### src/rtl/mole_render_pkg.sv
// Shared constants for the whack-a-mole field renderer: palette, cell geometry
// and the visible-frame boundary.
package mole_render_pkg;

    typedef struct packed {
        logic [3:0] r;
        logic [3:0] g;
        logic [3:0] b;
    } rgb_t;

    localparam rgb_t GRASS = 12'h292;
    localparam rgb_t HOLE  = 12'h321;
    localparam rgb_t MOLE  = 12'h952;
    localparam rgb_t FLASH = 12'hFFF;
    localparam rgb_t BLACK = 12'h000;

    localparam int          CELL_SIZE  = 256;
    localparam int          GRID_CELLS = 3;
    localparam logic [10:0] GRID_SPAN  = 11'(CELL_SIZE * GRID_CELLS);

    localparam logic [7:0] HOLE_LO   = 8'd32;
    localparam logic [7:0] HOLE_HI   = 8'd223;
    localparam logic [7:0] MOLE_X_LO = 8'd64;
    localparam logic [7:0] MOLE_X_HI = 8'd191;
    localparam logic [7:0] MOLE_Y_LO = 8'd48;
    localparam logic [7:0] MOLE_Y_HI = 8'd223;

    localparam logic [9:0] LAST_LINE = 10'd799;

    function automatic logic in_span(input logic [7:0] v, input logic [7:0] lo,
                                     input logic [7:0] hi);
        return (v >= lo) && (v <= hi);
    endfunction

endpackage

### src/rtl/mole_field_renderer_if.sv
// Pixel-source bus between the VGA timing stage / game logic and the renderer.
interface mole_field_renderer_if;
    logic [10:0] curr_x;
    logic [9:0]  curr_y;
    logic [8:0]  mole_up;
    logic [8:0]  hit;
    logic [3:0]  r_in;
    logic [3:0]  g_in;
    logic [3:0]  b_in;
    logic        frame_tick;

    modport master (output curr_x, curr_y, mole_up, hit,
                    input  r_in, g_in, b_in, frame_tick);
    modport slave  (input  curr_x, curr_y, mole_up, hit,
                    output r_in, g_in, b_in, frame_tick);
endinterface

### src/rtl/mole_flash_timer.sv
// Per-hole flash lifetime: reload on hit, count down one per frame, park at 0.
module mole_flash_timer #(
    parameter int FLASH_FRAMES = 30
) (
    input  logic       clk,
    input  logic       rst,
    input  logic       hit,
    input  logic       frame_tick,
    output logic [5:0] cnt
);
    localparam logic [5:0] LOAD = 6'(FLASH_FRAMES);

    always_ff @(posedge clk) begin
        if (rst)
            cnt <= '0;
        else if (hit)
            cnt <= LOAD;
        else if (frame_tick && cnt != '0)
            cnt <= cnt - 6'd1;
    end
endmodule

### src/rtl/mole_field_renderer.sv
// 3x3 whack-a-mole picture generator; game state is sampled once per frame so
// the image never tears, colour is registered one cycle after the coordinate.
module mole_field_renderer
    import mole_render_pkg::*;
#(
    parameter int FLASH_FRAMES = 30,
    parameter int GRID_X0      = 256,
    parameter int GRID_Y0      = 16
) (
    input logic                  clk,
    input logic                  rst,
    mole_field_renderer_if.slave bus
);
    localparam int          NUM_HOLES = 9;
    localparam logic [10:0] X0 = 11'(GRID_X0);
    localparam logic [10:0] Y0 = 11'(GRID_Y0);

    logic [9:0]                  prev_y;
    logic                        tick;
    logic [NUM_HOLES-1:0]        mole_sh, flash_sh, flash_on;
    logic [NUM_HOLES-1:0][5:0]   flash_cnt;

    // Same-edge tick drives the shadows and timers; frame_tick is its registered copy.
    assign tick = (prev_y == LAST_LINE) && (bus.curr_y != LAST_LINE);

    always_ff @(posedge clk) begin
        if (rst) begin
            prev_y         <= '0;
            bus.frame_tick <= 1'b0;
            mole_sh        <= '0;
            flash_sh       <= '0;
        end else begin
            prev_y         <= bus.curr_y;
            bus.frame_tick <= tick;
            if (tick) begin
                mole_sh  <= bus.mole_up;
                flash_sh <= flash_on;
            end
        end
    end

    for (genvar g = 0; g < NUM_HOLES; g++) begin : g_hole
        mole_flash_timer #(.FLASH_FRAMES(FLASH_FRAMES)) u_tmr (
            .clk        (clk),
            .rst        (rst),
            .hit        (bus.hit[g]),
            .frame_tick (tick),
            .cnt        (flash_cnt[g])
        );
        assign flash_on[g] = |flash_cnt[g];
    end

    logic [10:0] cy, dx, dy;
    logic [1:0]  col, row;
    logic [3:0]  idx;
    logic [7:0]  lx, ly;
    logic        in_grid, in_hole, in_mole;
    rgb_t        pix;

    assign cy  = {1'b0, bus.curr_y};
    assign dx  = bus.curr_x - X0;
    assign dy  = cy - Y0;
    assign col = dx[9:8];
    assign row = dy[9:8];
    assign lx  = dx[7:0];
    assign ly  = dy[7:0];
    assign idx = {2'b00, row} * 4'd3 + {2'b00, col};

    assign in_grid = (bus.curr_x >= X0) && (cy >= Y0) && (dx < GRID_SPAN) && (dy < GRID_SPAN);
    assign in_hole = in_span(lx, HOLE_LO, HOLE_HI) && in_span(ly, HOLE_LO, HOLE_HI);
    assign in_mole = in_span(lx, MOLE_X_LO, MOLE_X_HI) && in_span(ly, MOLE_Y_LO, MOLE_Y_HI);

    always_comb begin
        pix = GRASS;
        if (in_grid && in_hole) begin
            if (flash_sh[idx])
                pix = FLASH;
            else if (mole_sh[idx] && in_mole)
                pix = MOLE;
            else
                pix = HOLE;
        end
    end

    always_ff @(posedge clk) begin
        if (rst)
            {bus.r_in, bus.g_in, bus.b_in} <= BLACK;
        else
            {bus.r_in, bus.g_in, bus.b_in} <= pix;
    end
endmodule

### src/flat_wrapper.sv
// flat-port wrapper written by rule: the top's interface ports become plain ports
module mole_field_renderer_flat import mole_render_pkg::*;
#(
    parameter int FLASH_FRAMES = 30,
    parameter int GRID_X0      = 256,
    parameter int GRID_Y0      = 16
)
  (clk, rst, bus_curr_x, bus_curr_y, bus_mole_up, bus_hit, bus_r_in, bus_g_in, bus_b_in, bus_frame_tick);
  mole_field_renderer_if bus_i ();
  input logic clk;
  input logic rst;
  input wire logic [$bits(bus_i.curr_x)-1:0] bus_curr_x;
  input wire logic [$bits(bus_i.curr_y)-1:0] bus_curr_y;
  input wire logic [$bits(bus_i.mole_up)-1:0] bus_mole_up;
  input wire logic [$bits(bus_i.hit)-1:0] bus_hit;
  output wire logic [$bits(bus_i.r_in)-1:0] bus_r_in;
  output wire logic [$bits(bus_i.g_in)-1:0] bus_g_in;
  output wire logic [$bits(bus_i.b_in)-1:0] bus_b_in;
  output wire logic [$bits(bus_i.frame_tick)-1:0] bus_frame_tick;
  assign bus_i.curr_x = bus_curr_x;
  assign bus_i.curr_y = bus_curr_y;
  assign bus_i.mole_up = bus_mole_up;
  assign bus_i.hit = bus_hit;
  assign bus_r_in = bus_i.r_in;
  assign bus_g_in = bus_i.g_in;
  assign bus_b_in = bus_i.b_in;
  assign bus_frame_tick = bus_i.frame_tick;
  mole_field_renderer #(.FLASH_FRAMES(FLASH_FRAMES), .GRID_X0(GRID_X0), .GRID_Y0(GRID_Y0)) u_core (.clk(clk), .rst(rst), .bus(bus_i));
endmodule
### config.mk
export PLATFORM = sky130hd
export DESIGN_NAME = mole_field_renderer_flat
export DESIGN_NICKNAME = d
export VERILOG_FILES = /design/src/rtl/mole_render_pkg.sv /design/src/rtl/mole_field_renderer_if.sv /design/src/rtl/mole_flash_timer.sv /design/src/rtl/mole_field_renderer.sv /design/src/flat_wrapper.sv
export SDC_FILE = /design/constraint.sdc
export NUM_CORES = 1
export LEC_CHECK = 0
export BUFFER_PORTS_ARGS = -buffer_cell sky130_fd_sc_hd__buf_2
export CORE_ASPECT_RATIO = 2
export CORE_UTILIZATION = 30
export CTS_BUF_LIST = sky130_fd_sc_hd__clkbuf_8
export DETAILED_ROUTE_END_ITERATION = 8
export PLACE_DENSITY_LB_ADDON = 0.08
export SLEW_MARGIN = 40
export SYNTH_ARGS = -nofsm -noshare
export SYNTH_HDL_FRONTEND = slang
export SYNTH_SLANG_ARGS = --single-unit
### constraint.sdc
create_clock -name clk -period 13.6 [get_ports clk]
set_input_delay 4.08 -clock clk [delete_from_list [all_inputs] [get_ports clk]]
set_output_delay 4.08 -clock clk [all_outputs]
set_load 0.01 [all_outputs]
======== After elaboration in Yosys (flattened, before gate mapping) ========
Cells that the tools add are included.
cells by class
  add/sub/neg operators ................... 12
  $mul .................................... 1
  $lt $le $gt $ge ......................... 12
  eq/ne operators ......................... 2
  mux-type cells .......................... 25
  bitwise gates (word level) .............. 1
  reduce and logical (&&, ||, !) cells .... 58
operators with widths
  kind                                                           number
  two-way mux 5 bit                                              18
  nonzero test 6 bit                                             9
  OR reduction 6 bit                                             9
  subtractor 6 x 1 -> 6 bit (second input constant)              9
  >= comparator 8 x 6 -> 1 bit (second input constant)           3
  less-or-equal comparator 8 bit (second input constant)         3
  two-way mux 12 bit                                             2
  less-than comparator 11 x 10 -> 1 bit (second input constant)  2
  logical AND 1 bit                                              21
  OR reduction 2 bit                                             10
  nonzero test 2 bit                                             9
  >= comparator 11 x 9 -> 1 bit (second input constant)          1
  subtractor 10 x 5 -> 11 bit (second input constant)            1
  subtractor 11 x 9 -> 11 bit (second input constant)            1
  == test 10 bit (second input constant)                         1
  >= comparator 10 x 5 -> 1 bit (second input constant)          1
  two-way mux 10 bit                                             1
  inequality test 10 bit (second input constant)                 1
  binary-select mux 1 bit (select 4 bit)                         2
  >= comparator 8 x 7 -> 1 bit (second input constant)           1
  less-than comparator 4 x 5 -> 1 bit (second input constant)    1
  adder 4 x 2 -> 4 bit                                           1
  multiplier 2 x 2 -> 4 bit (second input constant)              1
  two-way mux 1 bit                                              2
  NOT 1 bit                                                      1
word-level totals
  flip-flop bits (word level) ............. 95
  output and inout bits ................... 13
  word-level logic and storage cells ...... 139

======== Logic depth before layout (Yosys ltp) ========
  depth in word-level cells ............... 9
  depth in mapped cells ................... 15
  gate-level depth less buffers ........... 15

======== Hierarchy ========
From an unflattened synthesis, not the netlist that was laid out.
unflattened totals
  cells, all modules ...................... 535
  area, all modules ....................... 4,867.2 um^2
by module, submodules not included
  module               instances  cells each  area an instance (um^2)  sequential area each (um^2)
  mole_flash_timer     9          37          327.8                    120.1
  mole_field_renderer  1          202         1,916.8                  720.7

======== Worst setup path after synthesis ========
No wires, ideal clock.
  kind .................................... in2reg
  from .................................... in bus_curr_y[6]
  to ...................................... reg u_core.bus.g_in[0]
  library setup time ...................... 0.129 ns
  arrival time ............................ 7.227 ns
  required time ........................... 13.471 ns
  setup slack ............................. 6.244 ns
  cell stages on the path ................. 13
  path buffers ............................ 1
  path through ............................ buf_6 or4_4 nor2_1 xnor2_1 fa_1 inv_1 ha_1 inv_1 fa_1 mux2_2 a22oi_1 a41oi_2 o21bai_1
on the way
  longest elaborated chain between the ends .. 9
  elaborated cells on any way between the ends .. 24
  those cells by class .................... add/sub (2); mul (1); order compare (5); mux (7); reduce/logical (9)
ends and longest elaborated chain
  element                                  RTL line                      text
  start: declaration                       flat_wrapper.sv:13            input wire logic [$bits(bus_i.curr_y)-1:0] bus_curr_y;
  subtractor 10 x 5 -> 11 bit              mole_field_renderer.sv:62     assign dy = cy - Y0;
  multiplier 2 x 2 -> 4 bit                mole_field_renderer.sv:67     assign idx = {2'b00, row} * 4'd3 + {2'b00, col};
  adder 4 x 2 -> 4 bit                     mole_field_renderer.sv:67
  binary-select mux 1 bit (select 4 bit)   mole_field_renderer.sv:78     else if (mole_sh[idx] && in_mole)
  two-way mux 1 bit (not written as such)  mole_field_renderer.sv:78
  logical AND 1 bit                        mole_field_renderer.sv:78
  two-way mux 12 bit                       mole_field_renderer.sv:78
  two-way mux 12 bit                       mole_field_renderer.sv:76     if (flash_sh[idx])
  two-way mux 10 bit *                     mole_field_renderer.sv:75     if (in_grid && in_hole) begin
  end signal: assignment                   mole_field_renderer.sv:89     {bus.r_in, bus.g_in, bus.b_in} <= pix;
  end: declaration                         mole_field_renderer_if.sv:15  output r_in, g_in, b_in, frame_tick);
Every way passes the cells marked *; elsewhere a longest branch is shown, timed or not. The select of a mux whose other input is x is not followed.
A chain may end at the register's enable or synchronous reset.

======== Worst setup path in the final report ========
  from .................................... in bus_curr_y[4]
  to ...................................... reg u_core.bus.g_in[0]
The elaborated chain is that of the path after synthesis.

==> reports/summary.md <==
The flow ran to the end, and the final reports show no timing, DRC or antenna violations. Synthesized netlist cell count: 486. Among the stages of the critical path, the cell type that occurs most often is inv_1. Of all nets on the critical path, the largest fanout is 5. For the highest ir drop seen on vdd, the log shows 0.0000401 V.

Once detail routing completed, the nets flagged for antenna violations numbered 0. The count of distinct cell types in the synthesized netlist is 47. The number of nets in the synthesized netlist is 548. The die covers 15300 um^2. The run gives 0 as the final hold violation count. Summing the sequential cell areas from Yosys gives 40.7% of the chip area. The cell taking the most area after synthesis is dfxtp_1. Counting cells, the worst reg-to-reg path comes to 6.

The region available for standard cell placement spans 14400 um^2. TritonCTS built the clock tree. The number of clock sinks was 90; the arrival time reported for the critical path endpoint was 7.74 ns. The worst path meets setup with 6.10 ns of slack. Cells fill 34.8% of the core in the end.

In this run the biggest area consumer among cell types represents 40.7% of the synthesized area. The flip-flop and latch area was 1800 um^2. The power density relative to cell area came out at 103 nW/um^2.

The run gives 14.8% as the global-route total usage across every layer. The startpoint identified for the worst register-to-register timing path is u_core.prev_y[5]. Of the total synthesized cell area, the portion taken by full adders, half adders and majority gates is 6.27%. The worst-case clock buffer depth was 2; the setup-violating endpoint count in the final report was 0.

The post-place instance area was 4810 um^2. During I/O placement, the number of pins put on the boundary was 54. By area, the combinational part of the netlist is dominated by simple AND/OR/NAND/NOR gates.

Class of the tightest hold or removal check: reg -> reg. The first-pass iteration count of the detailed router was 4; the post-synthesis register bit count was 90. Setup repair after global routing left no endpoint under its margin. The mean instance size in the synthesized netlist was 9.12 um^2.

Row generation in the floorplan step produced 62 rows. By area the synthesized netlist is led by dfxtp_1 (41%), a21oi_1 (6.1%), ha_1 (5.4%), xor2_1 (3.6%), inv_1 (3.2%). The worst setup path is launched from a primary input. In the final layout, the share of cells above drive strength 1 is 19.0%. Across the routed clock network, the largest skew measured is 0.0200 ns.

The fill cell total of the finished layout is 1515, and the multiplexer fraction of the synthesized cell area is 5.25%. Once the floorplan was initialized, standard cells occupied 30.9% of the core. Die height: 174 um.

The tools report the global-route congestion overflow total as 0. For the number of antenna violations at the first check in global routing, the log shows 0. The worst setup path is captured at a flop. Among all cell types in the netlist, the one instantiated most often is dfxtp_1. The first global-routing pass estimated 17300 um of wire. The synthesized netlist occupies a cell area of 4430 um^2.

The number of buffers and inverters on the critical path is 5. In this run, post-CTS hold repair placed 0 buffers. Compared with the post-synthesis result, the final layout area differs by 12.7%. CTS placed an instance of clkbuf_8 at the clock tree root.

The worst reg2reg path endpoint is u_core.g_hole[7].u_tmr.cnt[5]. At the placement stage, the worst setup path has a slack of 5.65 ns. The share of flip-flops with an asynchronous set or reset is 0%. Port buffering added 53 buffers. From left edge to right edge, the die measures 87.9 um. The tools report the hold path endpoint as u_core.mole_sh[6]. Counting instances, the worst hold path has a depth of 2. For this run, the slowest stage of the critical path takes 0.55 ns. After detailed routing, the number of vias per cell comes to 4.86. Headroom to the max-slew limit came out at 48.1%. The share of the clock period used by the worst path after layout is 55.1%, and the required time reported for the critical path endpoint is 13.84 ns.

The final weighted congestion in routability-driven placement is 0.737, and the area taken by multi-input logic gates is 2340 um^2. The worst hold path begins at u_core.mole_sh[6]. For this design, the slowest cell found on the critical path is fa_1. For the largest net degree at the start of global routing, the log shows 88. Detailed placement finished with a half-perimeter wire length of 7780 um. Summed over all failing endpoints, the final setup total negative slack is 0 ns.

The count of pins over their slew limit came out at 0. Walking the worst path, the cells encountered are buf_2, inv_1, ha_1, nor3b_1, xor2_1, inv_1, fa_1, inv_1, ha_1, inv_1, fa_1, mux2_2, a22oi_1, a41oi_2, o21bai_1. The clock reaches the later pin of the worst-skew pair after 0.37 ns. The final layout contains 588 nets. The repair_antennas step left the layout with diodes totalling 0. The tool flagged a number of max-cap violations equal to 0.

Summed over all cells, the static leakage comes to 1.88 nW. The post-CTS setup buffer count is 0. Buffers inserted during clock tree synthesis total 9. The count of warnings emitted by yosys came out at 0.

Static timing analysis puts the maximum clock frequency at 0.133 GHz. The tools report the final routed DRC violation total as 0. For the via count of the routed design, the log shows 3516. The synthesized design contains 0 enable-type register cells. The shortest clock period the worst path allows after layout is 7.50 ns.

The kind of cell with the highest combined delay along the critical path is adder cells. The synthesized netlist devotes 13.7% of its cell area to compound gates. The number of H-tree levels was 3; the post-cts sizing count was 0.

In the synthesized netlist the dominant register cell turns out to be dfxtp_1. After Yosys synthesis, XOR and XNOR cells account for 6.72% of the synthesized area. After Yosys synthesis, and, or, nand and nor cells account for 20.8% of the synthesized area. Via count of the first global-routing pass: 3591.

The first routing iteration left 116 violations. The tools report the worst setup slack for register-to-register paths as 11.14 ns. In the final routed layout, each cell accounts on average for 14.7 um.

By count the netlist is led by dfxtp_1 (90), a21oi_1 (54), inv_1 (38). The pin slew with the least headroom to its limit was 0.776 ns. Clock-pin slew was measured on the worst setup and hold paths at 0.10 ns.

The wire length after detailed routing was 10700 um. Start-to-end type of the worst setup path: in -> reg. The finished cells cover 4990 um^2.
[placed cells by master (no fill, tap or decap), types with 9 or more instances in the layout]
| cell | n |
|---|---|
| buf_2 | 53 |
| or3_1 | 9 |
| or3b_2 | 9 |
| a21oi_1 | 54 |
| nand4_1 | 18 |
| nand3_1 | 11 |
| nor2_1 | 21 |
| xnor2_1 | 16 |
| ha_1 | 19 |
| nor2b_1 | 10 |
| xor2_1 | 18 |
| mux2_2 | 10 |
| inv_1 | 38 |
| dfxtp_1 | 90 |
| nand2_1 | 33 |
| nor3_1 | 17 |
| clkbuf_8 | 9 |
[worst max-delay path by stage]
stage                              from                  to  slack [ns]  cells past startpoint
after floorplan           bus_curr_y[6]  u_core.bus.g_in[0]        6.24                     13
after global placement    bus_curr_y[4]  u_core.bus.g_in[0]        5.69                     15
after detailed placement  bus_curr_y[4]  u_core.bus.r_in[1]        5.65                     15
after CTS                 bus_curr_y[4]  u_core.bus.r_in[1]        6.05                     15
after global routing      bus_curr_y[5]  u_core.bus.g_in[2]        5.76                     16
final                     bus_curr_y[4]  u_core.bus.g_in[0]        6.10                     15
[registers in the layout (all words and copies together) (netlist names)]
register                 count
u_core.bus.b_in              2
u_core.bus.frame_tick        1
u_core.bus.g_in              3
u_core.bus.r_in              2
u_core.flash_sh              9
u_core.g_hole.u_tmr.cnt     54
u_core.mole_sh               9
u_core.prev_y               10
[worst reg2reg max path: stages (launching register included)]
cell	delay [ns]
dfxtp_1	0.31
nand4b_1	0.26
nor4_4	0.18
buf_4	0.34
nand2_1	0.55
o41a_1	0.56
o21a_1	0.18
[cell families (layout without fill, tap and decap cells)]
| family | count (synthesis) | in the layout |
|---|---|---|
| muxes | 17 | 17 |
| buffers and inverters | 65 | 110 |
| DFF | 90 | 90 |
| adders and majority gates | 21 | 21 |
| xor gates and xnor gates | 34 | 34 |
| AOI/OAI and AO/OA | 96 | 96 |
| and+or+nand+nor | 163 | 163 |
[through the flow]
stage	power (mW)	hold WS, ns	instances
2_1_floorplan	0.330	0.433	486
3_3_place_gp	0.349	0.445	707
3_5_place_dp	0.350	0.453	707
4_1_cts	0.523	0.465	723
5_1_grt	0.545	0.494	723
6_report	0.513	0.457	723
[area by class of cell]
cell class	instances	area share (%)
inverters	38	2.86
clock inverters	7	1.05
flip-flops and latches	90	36.1
repair buffers	56	5.84
multi-input cells	331	46.9
clock buffers	9	2.48
well taps	192	4.81
[power by group]
| part | internal (mW) | total (mW) | switching, mW |
|---|---|---|---|
| clock | 0.0678 | 0.169 | 0.102 |
| combinational | 0.0280 | 0.0623 | 0.0344 |
| sequential | 0.274 | 0.281 | 0.00740 |
| total | 0.369 | 0.513 | 0.143 |
[routing by layer]
layer	global-route usage [%]	routed length, um
met4	5.33	167
met3	2.62	236
met5	0	0
met2	28.7	6000
met1	14.9	4250
Note: power is estimated with default switching activity, not from simulation.
